==> src/rtl/mmap_read_stream.sv <==
// rtl/mmap_read_stream.sv - command-driven read front end for async_mmap: expands {len, base} into beat addresses and forwards beats with last.
// Optional MMAP_READ_STREAM_STATS_EN adds stat_beats / stat_stall counters.
module mmap_read_stream #(
  parameter int AddrWidth         = 64,
  parameter int DataWidth         = 512,
  parameter int DataWidthBytesLog = 6,
  parameter int LenWidth          = 32,
  parameter int MaxOutstanding    = 64,
  parameter int OutstandingLog    = 7
) (
  input  logic                          clk,
  input  logic                          rst_n,
  input  logic [LenWidth+AddrWidth-1:0] cmd_din,
  input  logic                          cmd_write,
  output logic                          cmd_full_n,
  output logic [AddrWidth-1:0]          read_addr_din,
  output logic                          read_addr_write,
  input  logic                          read_addr_full_n,
  input  logic [DataWidth-1:0]          read_data_dout,
  output logic                          read_data_read,
  input  logic                          read_data_empty_n,
  output logic [DataWidth:0]            data_dout,
  output logic                          data_write,
  input  logic                          data_full_n,
  output logic                          busy
`ifdef MMAP_READ_STREAM_STATS_EN
  ,
  output logic [31:0]                   stat_beats,
  output logic [31:0]                   stat_stall
`endif
);

  typedef enum logic [1:0] {IDLE, ISSUE, DRAIN} state_t;

  localparam logic [AddrWidth-1:0] AlignMask =
    ~((AddrWidth'(1) << DataWidthBytesLog) - AddrWidth'(1));
  localparam logic [OutstandingLog-1:0] MaxOut = OutstandingLog'(MaxOutstanding);

  state_t                    state, state_next;
  logic [AddrWidth-1:0]      base;
  logic [LenWidth-1:0]       len, issued, recv;
  logic [OutstandingLog-1:0] outstanding;
  logic [LenWidth-1:0]       cmd_len;
  logic                      push, fwd, last_beat;

  assign cmd_len = cmd_din[LenWidth+AddrWidth-1:AddrWidth];

  always_comb begin
    state_next    = state;
    cmd_full_n    = 1'b0;
    push          = 1'b0;
    fwd           = 1'b0;
    read_addr_din = '0;
    data_dout     = '0;
    last_beat     = (recv == len - LenWidth'(1));
    case (state)
      IDLE: begin
        cmd_full_n = 1'b1;
        if (cmd_write && cmd_len != '0) state_next = ISSUE;
      end
      ISSUE: begin
        push          = read_addr_full_n && (outstanding < MaxOut);
        read_addr_din = base + (AddrWidth'(issued) << DataWidthBytesLog);
        fwd           = read_data_empty_n && data_full_n;
        data_dout     = {last_beat, read_data_dout};
        if (fwd && last_beat) state_next = IDLE;
        else if (push && (issued + LenWidth'(1) == len)) state_next = DRAIN;
      end
      DRAIN: begin
        fwd       = read_data_empty_n && data_full_n;
        data_dout = {last_beat, read_data_dout};
        if (fwd && last_beat) state_next = IDLE;
      end
      default: state_next = IDLE;
    endcase
  end

  assign read_addr_write = push;
  assign read_data_read  = fwd;
  assign data_write      = fwd;
  assign busy            = (state != IDLE);

  always_ff @(posedge clk) begin
    if (!rst_n) begin
      state       <= IDLE;
      base        <= '0;
      len         <= '0;
      issued      <= '0;
      recv        <= '0;
      outstanding <= '0;
    end else begin
      state <= state_next;
      if (state == IDLE && cmd_write) begin
        // Base is beat-aligned so every issued address is a whole-beat address.
        base        <= cmd_din[AddrWidth-1:0] & AlignMask;
        len         <= cmd_len;
        issued      <= '0;
        recv        <= '0;
        outstanding <= '0;
      end else begin
        if (push) issued <= issued + LenWidth'(1);
        if (fwd)  recv   <= recv + LenWidth'(1);
        case ({push, fwd})
          2'b10:   outstanding <= outstanding + OutstandingLog'(1);
          2'b01:   outstanding <= outstanding - OutstandingLog'(1);
          default: ;
        endcase
      end
    end
  end

`ifdef MMAP_READ_STREAM_STATS_EN
  always_ff @(posedge clk) begin
    if (!rst_n) begin
      stat_beats <= '0;
      stat_stall <= '0;
    end else begin
      if (fwd) stat_beats <= stat_beats + 32'd1;
      if (state == ISSUE && !push) stat_stall <= stat_stall + 32'd1;
    end
  end
`endif

endmodule

==> config.mk <==
export PLATFORM = sky130hd
export DESIGN_NAME = mmap_read_stream
export DESIGN_NICKNAME = d
export VERILOG_FILES = /design/src/rtl/mmap_read_stream.sv
export SDC_FILE = /design/constraint.sdc
export NUM_CORES = 1
export LEC_CHECK = 0
export BUFFER_PORTS_ARGS = -buffer_cell sky130_fd_sc_hd__clkbuf_2
export CAP_MARGIN = 30
export CORE_AREA = 2 2 467 469
export CTS_CLUSTER_SIZE = 12
export DETAILED_ROUTE_END_ITERATION = 12
export DIE_AREA = 0 0 469 471
export GPL_TIMING_DRIVEN = 0
export SETUP_SLACK_MARGIN = 0.05
export SLEW_MARGIN = 10
export SYNTH_ARGS = -nofsm -noshare
export SYNTH_HDL_FRONTEND = slang
export SYNTH_SLANG_ARGS = --single-unit
==> constraint.sdc <==
create_clock -name clk -period 3.55 [get_ports clk]
set_clock_uncertainty 0.05 [all_clocks]
set_input_delay 0.355 -clock clk [delete_from_list [all_inputs] [get_ports clk]]
set_output_delay 0.355 -clock clk [all_outputs]
set_load 0.005 [all_outputs]
== After elaboration in Yosys (flattened, before gate mapping) ==
Cells that the tools add are included.

* Register bits: 163
* Output and inout port bits: 582
* Logic and storage cells: 47

* Add/subtract/negate cells: 6
* Magnitude comparators: 1
* Eq/ne operators: 9
* Multiplexer cells: 11
* Bitwise gates (word level): 1
* Reduce and logical (&&, ||, !) cells: 13

{| class="wikitable"
|+ Operators by type and width
! cell !! number
|-
| $mux W513 || 1
|-
| $add A32 B1 Y32 const B || 2
|-
| $add A64 B38 Y64 || 1
|-
| $eq A32 B32 Y1 || 2
|-
| $mux W64 || 1
|-
| $reduce_bool A32 Y1 || 1
|-
| $sub A32 B1 Y32 const B || 1
|-
| $pmux W7 S2 || 1
|-
| $mux W2 || 4
|-
| $add A7 B1 Y7 const B || 1
|-
| $lt A7 B7 Y1 const B || 1
|-
| $sub A7 B1 Y7 const B || 1
|-
| $logic_and A1 B1 Y1 || 6
|-
| $pmux W2 S3 || 1
|-
| $eq A2 B1 Y1 const B || 2
|-
| $eq A2 B2 Y1 const B || 2
|-
| $ne A2 B2 Y1 const B || 2
|-
| $reduce_bool A2 Y1 || 2
|-
| $reduce_or A2 Y1 || 2
|-
| $mux W1 || 3
|-
| $ne A3 B3 Y1 const B || 1
|-
| $reduce_and A3 Y1 || 1
|-
| $logic_not A2 Y1 || 1
|-
| $not A1 Y1 || 1
|}

== Depth between registers and ports, before layout ==
Gate-level depths: netlist of run 1.

* Word-level depth: 6
* Mapped depth: 18
* Mapped depth without buffers: 15

== Worst setup path after synthesis of run 1 ==
OpenSTA, ideal clock, no wires.

* Kind: register to register
* From: register state[1]
* To: register outstanding[6]
* Arrival: 3342 ps
* Data required time: 3430 ps
* Path slack: 88 ps
* Cell stages (with the launch flop): 18
* Clock period less this slack: 3462 ps
* Cells stage by stage: dfxtp_1 > inv_1 > ha_1 > clkbuf_1 > inv_1 > or3_1 > clkbuf_1 > clkbuf_1 > ha_1 > ha_1 > nor2b_1 > o21ai_0 > nand2b_1 > a21o_1 > a21oi_1 > xnor2_1 > or3_1 > a21oi_1

* Word-level cells in the longest chain between the ends: 5

{| class="wikitable"
|+ RTL lines
! what !! line !! text
|-
| start: declaration || 39 || <nowiki>state_t state, state_next;</nowiki>
|-
| start signal: assignment || 92 || <nowiki>state <= state_next;</nowiki>
|-
| $eq A2 B2 Y1 or $eq A2 B1 Y1 (tied branches) || 56 || <nowiki>case (state)</nowiki>
|-
| $reduce_or A2 Y1 (no source line) || - ||
|-
| $mux W1 || - ||
|-
| $eq A2 B1 Y1 or $eq A2 B2 Y1 (tied branches) || 103 || <nowiki>case ({push, fwd})</nowiki>
|-
| $pmux W7 S2 or $reduce_bool A2 Y1 (tied branches) || - ||
|-
| end signal: assignment || 104 || <nowiki>2'b10: outstanding <= outstanding + OutstandingLog'(1);</nowiki>
|-
| end signal: assignment || 105 || <nowiki>2'b01: outstanding <= outstanding - OutstandingLog'(1);</nowiki>
|-
| end: declaration || 42 || <nowiki>logic [OutstandingLog-1:0] outstanding;</nowiki>
|}

Parallel ways exist; a longest one is shown, timed or not.
A chain may end at the register's enable or synchronous reset.

== Final worst setup path of run 1 ==
* From: register issued[0]
* To: output read_addr_din[46]

* Word-level cells in the longest chain between the ends: 2

{| class="wikitable"
|+ RTL lines
! what !! line !! text
|-
| start: declaration || 41 || <nowiki>logic [LenWidth-1:0] len, issued, recv;</nowiki>
|-
| start signal: assignment || 101 || <nowiki>if (push) issued <= issued + LenWidth'(1);</nowiki>
|-
| $add A64 B38 Y64 || 63 || <nowiki>read_addr_din = base + (AddrWidth'(issued) << DataWidthBytesLog);</nowiki>
|-
| $mux W64 || 56 ||
|-
| end: declaration || 16 || <nowiki>output logic [AddrWidth-1:0] read_addr_din,</nowiki>
|}

Every way passes these cells.

==> reports/qor.txt, run 1 <==
Max VDD drop: 0.3526 mV
Remaining Overflow, GRT: 0
Initial Utilization: 0.07031
Die area: 220900 sq um
Die X-Extent: 469 microns
Core area: 216100 sq um
H-tree depth: 4
Final design utilization: 0.1263
Critical-path cell list: ha_4, fa_2, nand3_4, a21oi_4, o221ai_2, and4_4, nor2_4, a21o_1, a211oi_4, buf_8, buf_8, o31ai_2, a21oi_1, buf_2
Final Instance Area: 27300 sq um
IO buf count: 1183
Ys async rst share: 0
Sequential fraction of the synthesis area: 0.2148
Failing checks: setup timing
Longest Clk Path Bufs: 2
Final worst-path cycle share: 1.045
Number of hold buffers added after cts: 0
Normalized max-slew margin: 0.3608
Tmin final: 3711 ps
# Max-Cap Violations: 0
Worst Path Max Fanout: 8
Starting DRC count in detailed routing: 1883
Critical Path AT: 3310 ps
Outcome: complete, but fails checks
Yosys cell types: 76
Synth Flop Type: dfxtp_1
Min-Delay Startpoint: cmd_din[49]
Final wirelength: 234.5 mm
Pleak: 12.01 nW
Tot Pwr: 11.11 mW
Final Max Slew Viols: 0
Worst r2r dst: state[1]
Routability cong.: 1.094
Post-synth EDFFs: 0
Synth area leaders: and2_1 23%, dfxtp_1 21%, nand2_1 6.8%
DRT antenna net count: 0
Cells after Synth: 2140
DIE HEIGHT: 471 microns
Hold EP: base[49]
Startpoint types: register
PD cells: 407.0 nW/um^2
Most frequent cells in the layout: 1162 x clkbuf_2, 543 x and2_1, 272 x nand2_1
Commonest non-fill, non-tap cell in the layout: clkbuf_2
CTS tree: yes
FF-to-FF path depth: 18
Share of the synthesized area in the top cell type: 0.2252
CP max-delay cell: fa_2
Warning count from the yosys run: 0
Vias/cell: 3.552
Worst-Margin Slew: 958.8 ps
Hold Crit Depth: 3
DR WL/cell: 36.73 microns
Dpl cells: 6186
Root Driver: clkbuf_16
Nets: 4062
Filler cells: 25350
Clock Pin Slew Worst Setup and Hold Paths: 70 ps
WP buf/inv: 3
Unrepaired setup endpoints after global routing: true
Clk_lat worst skew: 460 ps
Layout area overhead: 79.68%
Vias: 22680
Crit-path max cell delay: 370 ps
Setup crit end kind: output pin
Cell family with most CP delay: compound AO/OA/AOI/OAI gates
Iteration count of the initial detailed-routing pass: 5
Worst hold path type: in -> reg
Clk sinks: 163
Crit Path Category: reg -> out
I/O pin count: 1196
Initial antenna violation count: 363
# rows: 171
Number of buffers created by CTS: 17
Share of cells above drive strength 1: 0.4319
Global-route total usage across every layer: 0.2030
Max Fclk: 269.4 MHz
Register-to-register setup slack: 240 ps
Final hold vios: 0
Vias in the first global route: 20720
First-pass GRT wire length: 275.9 mm
Setup ws final: -161.5 ps
WP data required: 3140 ps
Most used cell, CP: buf_8
Final cell count without fillers: 6384
Synth Area per Inst: 7.100 sq um
Drc violations: 0
Post-synthesis cell area: 15190 sq um
Placed Area: 24750 sq um
Yosys reg bits: 163
Final setup violation count: 20
Synth area leader: and2_1
Detail Placement HPWL: 218.0 mm
Reg-to-Reg Start: len[0]
Largest net degree at the start of global routing: 17
[final cells by class]
class                           count  area [sq um]  share of cell area
Clock inverter                     13         145.1            0.005316
Multi-Input combinational cell   1793         12180              0.4460
Sequential cell                   163          3337              0.1222
Timing Repair Buffer             1241          6485              0.2375
Buffer                            154         729.5             0.02672
Inverter                           32         126.4            0.004629
Tap cell                         2854          3571              0.1308
Clock buffer                       19         442.9             0.01622
Antenna cell                      115         287.8             0.01054
[Yosys cell counts, types with 5 or more instances]
library cell and count:
nor4_1 20, or4_1 13, o211ai_1 7, and3_1 17, a21oi_1 72, o21a_1 10, a31oi_1 6, o31ai_1 12
or2_2 5, dfxtp_1 163, nand4b_1 6, nor3b_1 7, nor3_1 42, nand4_1 38, nor2_1 130, nand3_1 46
nor2b_1 9, o41ai_1 5, ha_1 44, and2_1 547, a211oi_1 9, nand3b_1 7, o221ai_1 5, mux2i_1 13
nor4b_1 5, nand2_1 274, o21ai_0 48, xnor2_1 87, buf_4 8, clkbuf_1 135, o21bai_1 7, a21o_1 23
inv_1 31, nand2b_1 15, or3_1 34, buf_2 8, and4_1 8, a21boi_0 93, xor2_1 71
[state kept, by name, summed over array words and instances (netlist names)]
| name | count |
|---|---|
| base | 58 |
| state | 2 |
| len | 32 |
| issued | 32 |
| outstanding | 7 |
| recv | 32 |
[worst min-delay path, delay by kind of cell]
kind            cells  cell delay, ps
simple gates        1              40
compound gates      1              60
buf+inv             1              80
[cell families (layout without fill, tap and decap cells)]
logic type / after synthesis / count (layout) / synth area share
simple gates: 1241 / 1241 / 0.4485
compound gates: 329 / 329 / 0.1466
buf+inv: 189 / 1459 / 0.05138
flops: 163 / 163 / 0.2148
xor+xnor: 158 / 158 / 0.09107
fa+ha+maj: 46 / 46 / 0.03887
mux: 13 / 13 / 0.008564
other cells: 1 / 121 / 0.0002468
[stage by stage]
stage	hold WS (ps)	TNS (ps)	setup slack, ps
2_1_floorplan	397.8	0	87.77
3_3_place_gp	407.5	-23330	-1281
3_5_place_dp	413.0	-21520	-1188
4_1_cts	66.08	-2796	-253.1
5_1_grt	98.87	-5481	-296.9
6_report	79.28	-1859	-161.5
[worst max path at each step]
stage,startpoint,to,depth (start not counted)
6_report,issued[0],read_addr_din[46],14
5_1_grt,base[9],read_addr_din[50],13
4_1_cts,issued[5],read_addr_din[44],13
3_5_place_dp,state[1],outstanding[6],17
3_3_place_gp,state[1],outstanding[6],17
2_1_floorplan,state[1],outstanding[6],17
[where the power goes]
part / switching (mW) / total, mW / internal, mW
Sequential: 0.157 / 2.11 / 1.95
Clock: 0.901 / 1.91 / 1.01
Combinational: 4.65 / 7.09 / 2.44
[metal layers]
layer	GRT usage	part of all wire	wire, microns
met1	0.1927	0.32	75000
met2	0.3606	0.50	117000
met3	0.07828	0.098	22950
met4	0.1350	0.081	18880
met5	0	0.0027	631
[what timing repair did]
| action | in CTS | in global routing |
|---|---|---|
| setup buffers | 42 | 12 |
| resized for setup | 182 | 119 |
| setup endpoints to repair | 433 | 50 |
| cloned | 1 | 0 |
| pin swaps | 45 | 53 |
(Power assumes the default switching activity.)
==> run 2, diff against run 1 <==
--- a/config.mk
+++ b/config.mk
@@ -12,6 +12,7 @@
 export DETAILED_ROUTE_END_ITERATION = 12
 export DIE_AREA = 0 0 469 471
 export GPL_TIMING_DRIVEN = 0
+export PLACE_DENSITY_LB_ADDON = 0.08
 export SETUP_SLACK_MARGIN = 0.05
 export SLEW_MARGIN = 10
 export SYNTH_ARGS = -nofsm -noshare
==> reports/qor.txt, run 2 (synthesis results as in run 1) <==
Tmin final: 3858 ps (+146.6 ps)
Unrepaired setup endpoints after global routing: true
Multi-input gate area: 12210 sq um (+0.30%)
Vias/cell: 3.458 (-2.7%)
Outcome: complete, but fails checks
Drc violations: 0 (unchanged)
Root Driver: clkbuf_16
Pleak: 12.14 nW (+1.1%)
Internal cell power: 5.355 mW (-0.89%)
Die area: 220900 sq um (unchanged)
Worst hold path type: in -> reg
# rows: 171 (unchanged)
CTS tree: yes
Initial antenna violation count: 289 (-20%)
Final Max Slew Viols: 0 (unchanged)
Routability cong.: 1.078 (-1.5%)
Remaining Overflow, GRT: 0 (unchanged)
H-tree depth: 4 (unchanged)
DRT antenna net count: 0 (unchanged)
Failing checks: setup timing
Final cell count without fillers: 6401 (+0.27%)
Filler cells: 25400 (+0.20%)
Worst-Margin Slew: 926.7 ps (-32.05 ps)
Largest net degree at the start of global routing: 19 (+2)
IO buf count: 1183 (unchanged)
# Max-Cap Violations: 0 (unchanged)
Sw frac: 0.5476 (+0.03392)
Die X-Extent: 469 microns (unchanged)
Hold Crit Depth: 3 (unchanged)
Final setup violation count: 31 (+55%)
Setup ws final: -308.1 ps (-146.6 ps)
Worst Path Max Fanout: 6 (-2)
Initial Utilization: 0.07031 (unchanged)
Setup crit end kind: output pin
Vias in the first global route: 21860 (+5.5%)
Reg with most FFs: base
Max FFs per register: 58 (unchanged)
Psw: 6.482 mW (+14%)
Clk_lat worst skew: 510 ps (+50 ps)
Combinational fraction of design power: 0.648 (+0.010)
DR WL/cell: 39.36 microns (+7.2%)
Hold slack: 34.52 ps (-44.76 ps)
Clock Pin Slew Worst Setup and Hold Paths: 80 ps (about the same)
Critical Path AT: 3450 ps (+140 ps)
Dpl cells: 6188 (+0.032%)
I/O pin count: 1196 (unchanged)
Normalized max-slew margin: 0.3822 (+0.02137)
Final worst-path cycle share: 1.087 (+0.04130)
Iteration count of the initial detailed-routing pass: 5 (unchanged)
Longest Clk Path Bufs: 2 (unchanged)
Starting DRC count in detailed routing: 1296 (-31%)
Crit Path Category: reg -> out
Final wirelength: 251.9 mm (+7.5%)
Vias: 22140 (-2.4%)
Nets: 4085 (+0.57%)
FF/Latch Area: 3337 sq um (unchanged)
Global-route total usage across every layer: 0.2210 (+0.01806)
Startpoint types: register
Number of buffers created by CTS: 17 (unchanged)
Setup TNS: -4775 ps (-2916 ps)
WP data required: 3140 ps (about the same)
Clock share of power: 0.171 (about the same)
DIE HEIGHT: 471 microns (unchanged)
Final hold vios: 0 (unchanged)
Max VDD drop: 0.3528 mV (about the same)
Post-Place Worst Slack: -1358 ps (-169.5 ps)
FF-to-FF path depth: 9 (-9)
Share of cells above drive strength 1: 0.4415 (+0.009618)
PD cells: 427.9 nW/um^2 (+5.1%)
Core area: 216100 sq um (unchanged)
Detail Placement HPWL: 234.9 mm (+7.8%)
First-pass GRT wire length: 300.2 mm (+8.8%)
Commonest non-fill, non-tap cell in the layout: clkbuf_2
Clk sinks: 163 (unchanged)
Most frequent cells in the layout: 1164 x clkbuf_2, 541 x and2_1, 270 x nand2_1
Sequential power share: 0.181 (-0.009)
Max Fclk: 259.2 MHz (-3.8%)
Layout area overhead: 82.07%
==> run 2: cell count changes in the layout (fill, tap and decap cells not counted), moves of 5 or more <==
cell           delta
clkbuf_1         -15
dfxtp_1           -6
dlygate4sd3_1    +21
buf_6            +10
clkbuf_4          -5
buf_4             +7
diode_2           -6
dfxtp_2           +9
==> run 2: per-stage QoR <==
stage / total power, mW / util / area (sq um)
detailed placement: 9.619 / 0.1147 / 24800
floorplan: 4.635 / - / 15210
finish: 11.84 / 0.1280 / 27660
global placement: 9.665 / 0.1143 / 24700
global route: 12.45 / 0.1271 / 27460
CTS: 12.05 / 0.1239 / 26770
==> run 2: layout make-up <==
class	count	area share
Clock inverter	15	0.005834
Tap cell	2854	0.1291
Antenna cell	109	0.009860
Clock buffer	17	0.01538
Buffer	148	0.02650
Sequential cell	163	0.1206
Timing Repair Buffer	1270	0.2468
Inverter	32	0.004478
Multi-Input combinational cell	1793	0.4415
==> run 2: final timing paths <==
| check | startpoint | end | slack (ps) |
|---|---|---|---|
| worst max-delay path | base[6] | read_addr_din[44] | -310 |
| worst min-delay path | cmd_din[18] | base[18] | 30 |
| worst max register to register | issued[10] | state[0] | 260 |
| worst min register to register | base[26] | base[26] | 430 |
==> run 2: worst max-delay path, cell delays in order, from the launching register on <==
cell,delay (ps)
dfxtp_4,370
ha_4,160
fa_2,370
nand3_4,90
a21oi_4,70
o221ai_2,210
and4_4,300
nor2_4,60
a21o_4,220
a211oi_4,290
buf_8,190
buf_12,130
o31ai_2,60
a21oi_1,240
buf_2,160
==> run 2: per-layer routing <==
metal | up-vias | global-route usage | wire length, microns
met5 | - | 0 | 304
met1 | 10460 | 0.2337 | 94560
met4 | 46 | 0.1103 | 15120
met2 | 1368 | 0.3641 | 116400
met3 | 408 | 0.1065 | 25550
li1 | 9850 | - | -
==> run 2: power groups by stage <==
| stage | clock [mW] | sequential, mW | combinational [mW] |
|---|---|---|---|
| 2_1_floorplan | 0 | 2.08 | 2.56 |
| 3_3_place_gp | 0 | 2.16 | 7.50 |
| 3_5_place_dp | 0 | 2.16 | 7.46 |
| 4_1_cts | 2.16 | 2.14 | 7.76 |
| 5_1_grt | 2.20 | 2.17 | 8.09 |
| 6_report | 2.03 | 2.14 | 7.67 |
==> run 2: what timing repair did <==
action / 4_1_cts / 5_1_grt
buffers inserted: 36 / 24
setup endpoints to repair: 559 / 63
pin swaps: 46 / 56
hold endpoints to repair: 21 / 0
resized for setup: 230 / 138
hold buffers: 21 / 0
gates cloned: 1 / 0
==> run 3, diff against run 2 <==
--- a/config.mk
+++ b/config.mk
@@ -5,12 +5,13 @@
 export SDC_FILE = /design/constraint.sdc
 export NUM_CORES = 1
 export LEC_CHECK = 0
+export ABC_AREA = 1
 export BUFFER_PORTS_ARGS = -buffer_cell sky130_fd_sc_hd__clkbuf_2
 export CAP_MARGIN = 30
-export CORE_AREA = 2 2 467 469
+export CORE_AREA = 2 2 462 464
 export CTS_CLUSTER_SIZE = 12
 export DETAILED_ROUTE_END_ITERATION = 12
-export DIE_AREA = 0 0 469 471
+export DIE_AREA = 0 0 464 466
 export GPL_TIMING_DRIVEN = 0
 export PLACE_DENSITY_LB_ADDON = 0.08
 export SETUP_SLACK_MARGIN = 0.05
==> reports/qor.txt, run 3 <==
Outcome: completed
Cell with the most instances after synthesis: nand2_1
Number of buffers created by CTS: 17 (unchanged)
Setup crit end kind: output pin
Initial Utilization: 0.07662 (+0.006301)
# Max-Cap Violations: 0 (unchanged)
Drc violations: 0 (unchanged)
Synth Flop Type: dfxtp_1
Psw: 16.16 mW (+150%)
Ys async rst share: 0 (unchanged)
Hold EP: base[44]
Routability cong.: 0.9665 (-10%)
Tmin final: 3422 ps (-436.4 ps)
Pleak: 16.29 nW (+34%)
Worst-Margin Slew: 991.7 ps (+64.95 ps)
Synth area leader: nand2_1
Die area: 216200 sq um (-2.1%)
Commonest cells post-synth: 913 x nand2_1, 744 x inv_1, 329 x nor2_1, 186 x o21ai_0, 177 x a21oi_1
Final Max Slew Viols: 0 (unchanged)
I/O pin count: 1196 (unchanged)
Synth area leaders: nand2_1 21%, dfxtp_1 20%, inv_1 17%
FF-to-FF path depth: 16 (+7)
Hold slack: 54.08 ps (+19.57 ps)
Vias: 24930 (+13%)
# rows: 169 (-1.2%)
Core area: 211200 sq um (-2.2%)
Startpoint types: register
WP data required: 3140 ps (about the same)
First-pass GRT wire length: 310.1 mm (+3.3%)
Layout area overhead: 71.49%
DRT antenna net count: 0 (unchanged)
Post-synthesis cell area: 16180 sq um (+6.5%)
Final setup violation count: 0 (-100%)
Vias/cell: 3.490 (+0.93%)
Sequential power share: 0.119 (-0.062)
Yosys reg bits: 163 (unchanged)
Setup ws final: 128.3 ps (+436.4 ps)
Post-synth EDFFs: 0 (unchanged)
Clock Pin Slew Worst Setup and Hold Paths: 80 ps (about the same)
Nets: 4941 (+21%)
DR WL/cell: 35.70 microns (-9.3%)
Hold Crit Depth: 3 (unchanged)
FF/Latch Area: 3328 sq um (-0.26%)
Register-to-register setup slack: 290 ps (+30 ps)
Share of cells above drive strength 1: 0.3623 (-0.07923)
Final wirelength: 255.0 mm (+1.2%)
Number of hold buffers added after cts: 0 (-100%)
Combinational fraction of design power: 0.788 (+0.140)
Crit Path Category: reg -> out
Clk sinks: 163 (unchanged)
Final hold vios: 0 (unchanged)
Sequential fraction of the synthesis area: 0.2016 (-0.01313)
Vias in the first global route: 25480 (+17%)
Detail Placement HPWL: 238.9 mm (+1.7%)
Commonest non-fill, non-tap cell in the layout: clkbuf_2
Starting DRC count in detailed routing: 1873 (+45%)
Reg-to-Reg Start: state[0]
Worst Path Max Fanout: 10 (+4)
Initial antenna violation count: 107 (-63%)
Worst r2r dst: outstanding[6]
Share of the synthesized area in the top cell type: 0.2118 (-0.01346)
Worst hold path type: in -> reg
Max VDD drop: 0.3993 mV (+13%)
Reg with most FFs: base
Clock share of power: 0.092 (-0.079)
Multi-input gate area: 10680 sq um (-13%)
Root Driver: clkbuf_16
Longest Clk Path Bufs: 2 (unchanged)
Global-route total usage across every layer: 0.2281 (+0.007030)
Max Fclk: 292.3 MHz (+13%)
CTS tree: yes
DIE HEIGHT: 466 microns (-1.1%)
PD cells: 872.9 nW/um^2 (+100%)
Normalized max-slew margin: 0.3328 (-0.04940)
Filler cells: 25370 (-0.13%)
Largest net degree at the start of global routing: 17 (-2)
Remaining Overflow, GRT: 0 (unchanged)
Critical Path AT: 3020 ps (-430 ps)
Warning count from the yosys run: 0 (unchanged)
Internal cell power: 8.062 mW (+51%)
Yosys cell types: 52 (-32%)
Most frequent cells in the layout: 1197 x clkbuf_2, 832 x nand2_1, 741 x inv_1
Synth Area per Inst: 5.308 sq um (-25%)
Cells after Synth: 3049 (+42%)
Sw frac: 0.6672 (+0.1196)
Unrepaired setup endpoints after global routing: true
Post-Place Worst Slack: -940.7 ps (+416.8 ps)
Clk_lat worst skew: 500 ps (about the same)
Die X-Extent: 464 microns (-1.1%)
IO buf count: 1183 (unchanged)
Iteration count of the initial detailed-routing pass: 5 (unchanged)
H-tree depth: 4 (unchanged)
Min-Delay Startpoint: cmd_din[44]
Final worst-path cycle share: 0.9639 (-0.1229)
Max FFs per register: 58 (unchanged)
-- run 3: cell types whose count changed in the layout (fill, tap and decap cells not counted), sizes merged, moves of 59 or more --
cell and change:
and2 -545, buf -80, nand3 +63, a21boi -89, inv +709, xnor2 -59
nand2 +653, a21oi +105, diode -79, o21ai +145, nor2 +227
-- run 3: routing by layer --
metal	GRT usage	share of wire	vias to the layer above
li1	-	-	11580
met1	0.2875	0.43	11990
met2	0.3528	0.43	1127
met3	0.08540	0.094	221
met4	0.08138	0.041	14
met5	0	0.00036	-
-- run 3: what timing repair did --
action | 4_1_cts | 5_1_grt
buffers inserted | 11 | 9
gates resized for setup | 213 | 122
pin swaps | 13 | 32
endpoints found under the setup margin | 354 | 44
-- run 3: cells by family after synthesis --
logic type               share of synthesized area
AO/OA/AOI/OAI                               0.1346
XOR/XNOR                                   0.04283
adder cells (fa/ha/maj)                    0.03649
buffers and inverters                       0.2020
flip-flops                                  0.2016
other                                    0.0002317
AND/OR/NAND/NOR                             0.3822
-- run 3: through the flow --
step | instance area, sq um | instances | power, mW | util | TNS, ps
after global routing | 27700 | 7120 | 25.54 | 0.1311 | -41.73
final | 27750 | 7143 | 24.23 | 0.1314 | 0
after detailed placement | 25730 | 7064 | 21.33 | 0.1218 | -12790
after global placement | 25650 | 7058 | 21.54 | 0.1214 | -33710
after floorplan | 16200 | 3054 | 8.774 | - | 0
after CTS | 27200 | 7104 | 24.19 | 0.1288 | 0
-- run 3: worst max-delay path: stages (launching register included) --
cell and delay, ps:
dfxtp_1 360, inv_1 70, ha_1 290, buf_6 270, clkbuf_4 370, clkbuf_1 380
nand2_1 100, inv_1 400, clkbuf_2 230
-- run 3: worst max-delay path by stage --
stage	from	to	slack [ps]	cells after the start
2_1_floorplan	state[0]	outstanding[6]	700	16
3_3_place_gp	read_addr_full_n	outstanding[5]	-990	17
3_5_place_dp	read_addr_full_n	outstanding[5]	-940	17
4_1_cts	issued[9]	read_addr_din[48]	40	12
5_1_grt	issued[0]	read_addr_din[62]	-30	20
6_report	state[0]	data_dout[481]	130	8
-- run 3: area by class of cell --
type | count | share of cell area
diodes | 30 | 0.002705
clock inverters | 12 | 0.007438
plain buffers | 112 | 0.01826
flip-flops and latches | 163 | 0.1199
inverters | 750 | 0.1018
repair buffers | 1209 | 0.2224
well taps | 2821 | 0.1272
multi-input cells | 2028 | 0.3849
clock buffers | 18 | 0.01546
-- run 3: power by group through the flow --
stage | clock (mW) | sequential (mW) | combinational [mW]
6_report | 2.24 | 2.88 | 19.1
5_1_grt | 2.39 | 2.96 | 20.2
4_1_cts | 2.34 | 2.89 | 19.0
3_5_place_dp | 0 | 2.88 | 18.5
3_3_place_gp | 0 | 2.88 | 18.7
2_1_floorplan | 0 | 2.57 | 6.20
